<file path="src/rtl/mlp_host_loader.sv">
`default_nettype none
// ============================================================================
// mlp_host_loader : byte-stream command parser feeding the MLP input/weight/
//   bias BRAM write ports and streaming back the output BRAM.
// Build option: MLP_LOADER_BOUNDS_CHK_EN (per-target address limit checks)
// Rev 1.0
// ============================================================================
module mlp_host_loader #(
    parameter int ADDR_W = 16
) (
    input  logic              clk,
    input  logic              rst,
    input  logic              s_valid,
    output logic              s_ready,
    input  logic [7:0]        s_data,
    output logic              m_valid,
    input  logic              m_ready,
    output logic [7:0]        m_data,
    output logic [ADDR_W-1:0] input_addr,
    output logic [7:0]        input_data,
    output logic              input_we,
    output logic [ADDR_W-1:0] weight_addr,
    output logic [7:0]        weight_data,
    output logic              weight_we,
    output logic [ADDR_W-1:0] bias_addr,
    output logic [7:0]        bias_data,
    output logic              bias_we,
    output logic [ADDR_W-1:0] output_rd_addr,
    input  logic [7:0]        output_rd_data,
    output logic              busy,
    output logic              done,
    output logic              err
);

    typedef enum logic [3:0] {
        S_IDLE       = 4'd0,
        S_ALO        = 4'd1,
        S_AHI        = 4'd2,
        S_LLO        = 4'd3,
        S_LHI        = 4'd4,
        S_WRITE      = 4'd5,
        S_RD_ADDR    = 4'd6,
        S_RD_WAIT    = 4'd7,
        S_RD_PRESENT = 4'd8,
        S_DONE       = 4'd9
    } state_t;

    localparam logic [1:0] C_OP_INPUT  = 2'd0;
    localparam logic [1:0] C_OP_WEIGHT = 2'd1;
    localparam logic [1:0] C_OP_BIAS   = 2'd2;
    localparam logic [1:0] C_OP_READ   = 2'd3;

    state_t            r_state;
    state_t            w_next;
    logic [1:0]        r_op;
    logic [ADDR_W-1:0] r_addr;
    logic [ADDR_W-1:0] r_remain;   // bytes left minus one, straight from LEN
    logic              w_s_acc;
    logic              w_m_acc;
    logic              w_in_bounds;

    assign w_s_acc = s_valid && s_ready;
    assign w_m_acc = m_valid && m_ready;

`ifdef MLP_LOADER_BOUNDS_CHK_EN
    logic [ADDR_W-1:0] w_limit;

    always_comb begin
        w_limit = ADDR_W'(4096);
        case (r_op)
            C_OP_INPUT:  w_limit = ADDR_W'(4096);
            C_OP_WEIGHT: w_limit = ADDR_W'(16384);
            C_OP_BIAS:   w_limit = ADDR_W'(256);
            default:     w_limit = ADDR_W'(4096);
        endcase
        w_in_bounds = (r_addr < w_limit);
    end

    // Sticky: any out-of-range write or readout byte latches the flag
    always_ff @(posedge clk or posedge rst) begin
        if (rst) begin
            err <= 1'b0;
        end else if (!w_in_bounds &&
                     ((r_state == S_WRITE && w_s_acc) || r_state == S_RD_WAIT)) begin
            err <= 1'b1;
        end
    end
`else
    assign w_in_bounds = 1'b1;
    assign err         = 1'b0;
`endif

    always_comb begin
        w_next = r_state;
        case (r_state)
            S_IDLE:       if (w_s_acc) w_next = S_ALO;
            S_ALO:        if (w_s_acc) w_next = S_AHI;
            S_AHI:        if (w_s_acc) w_next = S_LLO;
            S_LLO:        if (w_s_acc) w_next = S_LHI;
            S_LHI:        if (w_s_acc) w_next = (r_op == C_OP_READ) ? S_RD_ADDR : S_WRITE;
            S_WRITE:      if (w_s_acc && r_remain == '0) w_next = S_DONE;
            S_RD_ADDR:    w_next = S_RD_WAIT;
            S_RD_WAIT:    w_next = S_RD_PRESENT;
            S_RD_PRESENT: if (w_m_acc) w_next = (r_remain == '0) ? S_DONE : S_RD_ADDR;
            S_DONE:       w_next = S_IDLE;
            default:      w_next = S_IDLE;
        endcase
    end

    // Every output is a flop; handshake/status flags are decoded from the next state
    always_ff @(posedge clk or posedge rst) begin
        if (rst) begin
            r_state        <= S_IDLE;
            r_op           <= 2'd0;
            r_addr         <= '0;
            r_remain       <= '0;
            s_ready        <= 1'b0;
            busy           <= 1'b0;
            done           <= 1'b0;
            m_valid        <= 1'b0;
            m_data         <= 8'h00;
            input_addr     <= '0;
            input_data     <= 8'h00;
            input_we       <= 1'b0;
            weight_addr    <= '0;
            weight_data    <= 8'h00;
            weight_we      <= 1'b0;
            bias_addr      <= '0;
            bias_data      <= 8'h00;
            bias_we        <= 1'b0;
            output_rd_addr <= '0;
        end else begin
            r_state   <= w_next;
            s_ready   <= (w_next inside {S_IDLE, S_ALO, S_AHI, S_LLO, S_LHI, S_WRITE});
            busy      <= (w_next != S_IDLE);
            done      <= (w_next == S_DONE);
            input_we  <= 1'b0;
            weight_we <= 1'b0;
            bias_we   <= 1'b0;

            case (r_state)
                S_IDLE: if (w_s_acc) r_op <= s_data[1:0];
                S_ALO:  if (w_s_acc) r_addr[7:0] <= s_data;
                S_AHI:  if (w_s_acc) r_addr[ADDR_W-1:8] <= s_data;
                S_LLO:  if (w_s_acc) r_remain[7:0] <= s_data;
                S_LHI: begin
                    if (w_s_acc) begin
                        r_remain[ADDR_W-1:8] <= s_data;
                        output_rd_addr       <= r_addr;
                    end
                end
                S_WRITE: begin
                    if (w_s_acc) begin
                        case (r_op)
                            C_OP_INPUT: begin
                                input_addr <= r_addr;
                                input_data <= s_data;
                                input_we   <= w_in_bounds;
                            end
                            C_OP_WEIGHT: begin
                                weight_addr <= r_addr;
                                weight_data <= s_data;
                                weight_we   <= w_in_bounds;
                            end
                            default: begin
                                bias_addr <= r_addr;
                                bias_data <= s_data;
                                bias_we   <= w_in_bounds;
                            end
                        endcase
                        r_addr   <= r_addr + 1'b1;
                        r_remain <= r_remain - 1'b1;
                    end
                end
                S_RD_WAIT: begin
                    // BRAM data for output_rd_addr is valid during this cycle
                    m_data  <= w_in_bounds ? output_rd_data : 8'h00;
                    m_valid <= 1'b1;
                end
                S_RD_PRESENT: begin
                    if (w_m_acc) begin
                        m_valid        <= 1'b0;
                        r_addr         <= r_addr + 1'b1;
                        output_rd_addr <= r_addr + 1'b1;
                        r_remain       <= r_remain - 1'b1;
                    end
                end
                default: ;
            endcase
        end
    end

endmodule
`default_nettype wire

</file>
<file path="config.mk">
export PLATFORM = sky130hd
export DESIGN_NAME = mlp_host_loader
export DESIGN_NICKNAME = d
export VERILOG_FILES = /design/src/rtl/mlp_host_loader.sv
export SDC_FILE = /design/constraint.sdc
export NUM_CORES = 1
export LEC_CHECK = 0
export ABC_CLOCK_PERIOD_IN_PS = 4830
export BUFFER_PORTS_ARGS = -buffer_cell sky130_fd_sc_hd__buf_4
export CAP_MARGIN = 5
export CORE_ASPECT_RATIO = 1.1
export CORE_MARGIN = 2
export CORE_UTILIZATION = 55
export DETAILED_ROUTE_END_ITERATION = 10
export GPL_TIMING_DRIVEN = 0
export PLACE_DENSITY = 0.79
export SYNTH_ARGS = -nofsm -noshare
export SYNTH_HDL_FRONTEND = slang
export SYNTH_SLANG_ARGS = --single-unit
</file>
<file path="constraint.sdc">
create_clock -name clk -period 4.83 [get_ports clk]
set_input_delay 0.483 -clock clk [delete_from_list [all_inputs] [get_ports clk]]
set_output_delay 0.483 -clock clk [all_outputs]
set_load 0.05 [all_outputs]
</file>
==> out/qor.txt <==
Core ar. -> 11400 sq um
number of global-route vias before repair -> 5179
Synth Area in XOR/XNOR -> 2.05%
via count -> 5252
Post-CTS Repair Setup Buffers -> 0
area taken by multi-input logic gates -> 2690 sq um
Mean Syn Cell Area -> 11.1 sq um
critical path startpoint category -> register
PostCTS Resize Cnt -> 0
global-route track usage on met1 -> 33.1%
Max stage delay on crit path -> 850 ps
number of warning messages in the yosys log -> 0
IO Port Bufs -> 122
number of DRC markers after the initial detailed-route iteration -> 372
area share of fa/ha/maj cells after synthesis -> 0.390%
Max transition margin -> 36.1%
antenna cell count -> 0
crit share post-route -> 60.2%
First-pass DRT Iterations -> 5
highest clock frequency the design can meet -> 344 MHz
area enclosed by the die boundary -> 12600 sq um
level count of the clock H-tree -> 4
compound-cell area share of the yosys netlist -> 12.4%
proportion of register bits with asynchronous set or reset after synthesis -> 100%
Synth area leader -> sky130_fd_sc_hd__dfrtp_1
type of the worst setup path -> register to register
Post-synth EDFFs -> 0
number of nets still failing antenna checks after routing -> 0
type of element capturing the critical path -> register
Avg WL per Cell -> 18.5 microns
ratio of cells with drive above 1 in the final layout -> 35.8%
Die Span Y -> 117 microns
Synth top cells by count -> 141 x sky130_fd_sc_hd__dfrtp_1, 82 x sky130_fd_sc_hd__mux2_2, 67 x sky130_fd_sc_hd__nor2_1, 49 x sky130_fd_sc_hd__a21oi_1, 33 x sky130_fd_sc_hd__nand2_1
maximum buffer depth of the clock tree -> 2
clock slew seen by the registers of the worst setup and hold paths -> 60 ps
Netlist cell types -> 60
Crit Path Max Fanout -> 10
total nets after synthesis -> 600
drc violations -> 0
final routed wirelength across all metal layers -> 16.3 mm
unrepaired setup endpoints after global routing -> false
run status -> complete, no violations
clock tree from TritonCTS -> done
most instantiated library cell after synthesis -> sky130_fd_sc_hd__dfrtp_1
met3 layer usage reported by global route -> 6.11%
commonest register cell after synthesis -> sky130_fd_sc_hd__dfrtp_1
combinational family with the most area after synthesis -> multiplexers
met2 GRT Util -> 43.9%
Std-Cell Rows -> 41
top cells by area in the synthesized netlist -> sky130_fd_sc_hd__dfrtp_1 55%, sky130_fd_sc_hd__mux2_2 14%, sky130_fd_sc_hd__nor2_1 3.9%, sky130_fd_sc_hd__a21oi_1 3.8%, sky130_fd_sc_hd__nand2_1 1.9%
net total in the final layout -> 742
clock tree sinks -> 141
RD Place Congestion -> 0.881
Critical Path, Cell by Cell -> clkbuf_1 -> nor4b_2 -> nor2_1 -> clkbuf_1 -> a21oi_1 -> nor2_1 -> o22a_1
Global Route Usage Sum -> 26.7%
arrival time reported for the critical path endpoint -> 3210 ps
initial core utilization -> 56.1%
hold crit path type -> input pin to async pin
clock insertion delay at the later pin of the skew report -> 420 ps
crit-path leading delay family -> simple AND/OR/NAND/NOR gates
detailed placement HPWL -> 11.1 mm
number of pins with negative max-slew slack in the final report -> 0
fraction of synthesized cell area taken by the top area cell type -> 54.9%
gate count after technology mapping -> 578
maximum capacitance violations -> 0
Final setup violation count -> 0
transition time of the tightest slew-check pin -> 955 ps
post-synth design cell area -> 6420 sq um
layer carrying the most global-route usage -> met2
buffers and inverters on the worst path -> 2
number of hold violations in the final report -> 0
Cells after DPL -> 851
detailed-route vias per instance -> 5.95
Worst Clk Skew -> 10.1 ps
required time of the critical path -> 5130 ps
antenna violations before repair -> 0
synthesized-area fraction occupied by and/or/nand/nor cells -> 12.5%
total overflow reported by the global router -> 0
share of synthesized area occupied by flip-flops and latches -> 54.9%
total clock buffers created by CTS -> 17
area taken by flip-flops and latches -> 3530 sq um
io pins -> 124
time the final worst path needs with I/O delays and setup -> 2910 ps
Root Driver -> sky130_fd_sc_hd__clkbuf_16
slowest cell on the critical path -> sky130_fd_sc_hd__nor4b_2
# fillers -> 808
die boundary width -> 107 microns
number of standard cells in the layout, taps in and fillers out -> 882
post-synthesis to final-layout area growth -> 27.0%
multiplexer fraction of the synthesized cell area -> 14.5%
hold bufs inserted after CTS -> 0
#FFs+latches synth -> 141
pin count of the biggest net entering global routing -> 101
global-route wire length before repair -> 26.4 mm
per-layer routing:
layer | up-vias | wire length, microns
met2 | 244 | 8160
met4 | 0 | 715
met5 | - | 0
li1 | 2354 | -
met3 | 65 | 962
met1 | 2589 | 6490
area by class of cell:
cell class / count / share of cell area, %
Multi-Input combinational cell: 388 / 33.0
Sequential cell: 141 / 43.3
Timing Repair Buffer: 123 / 11.6
Clock inverter: 13 / 2.06
Clock buffer: 18 / 5.26
Buffer: 42 / 2.13
Tap cell: 150 / 2.30
Inverter: 7 / 0.384
worst paths after layout:
path                                  end              start  cells after the start  slack (ps)
min reg2reg                input_addr[13]     input_addr[13]                      1         510
min                            r_addr[11]                rst                      2          70
max in group asynchronous     r_remain[3]                rst                      3        3960
max reg2reg                  r_remain[14]         r_state[3]                      7        1920
min in group clk                m_data[7]  output_rd_data[7]                      2         290
max                          r_remain[14]         r_state[3]                      7        1920
cell families (layout without fill, tap and decap cells):
kind of cell    count (synthesis)  in the layout
fa+ha+maj                       2              2
xor+xnor                       15             15
simple gates                  162            162
other cells                     1              1
mux                            83             83
flops                         141            141
compound gates                125            125
buf+inv                        49            203
sequential cells by signal, indices dropped and copies added (netlist names), 2 cells and up:
signal and count:
bias_addr 16, bias_data 8, input_addr 16, input_data 8, m_data 8, output_rd_addr 16
r_addr 16, r_op 2, r_remain 16, r_state 4, weight_addr 16, weight_data 8
placed cells by master, fill, tap and decap left out, types with 12 or more instances in the layout:
| cell type | netlist | final |
|---|---|---|
| sky130_fd_sc_hd__mux2_2 | 82 | 82 |
| sky130_fd_sc_hd__o22a_1 | 12 | 12 |
| sky130_fd_sc_hd__xnor2_1 | 13 | 13 |
| sky130_fd_sc_hd__dfrtp_1 | 141 | 141 |
| sky130_fd_sc_hd__a21oi_1 | 49 | 49 |
| sky130_fd_sc_hd__buf_4 | 1 | 123 |
| sky130_fd_sc_hd__clkbuf_16 | 0 | 17 |
| sky130_fd_sc_hd__nor2_1 | 67 | 67 |
| sky130_fd_sc_hd__o21ai_0 | 12 | 12 |
| sky130_fd_sc_hd__clkbuf_1 | 30 | 31 |
| sky130_fd_sc_hd__nand2_1 | 33 | 33 |
| sky130_fd_sc_hd__a31oi_1 | 14 | 14 |
stage by stage:
stage	TNS, ps	area, sq um	setup WS (ps)	utilization, %	hold slack [ps]
floorplan	0	6420	566	-	473
detailed placement	0	7560	2060	66.1	495
finish	0	8160	1920	71.3	68.7
CTS	0	8160	2040	71.3	78.2
global route	0	8160	1830	71.3	89.7
global placement	-104400	7530	-752	65.8	489
Power is not shown: default switching activity piles up to over one toggle a cycle in this logic, so the estimate is an artifact.
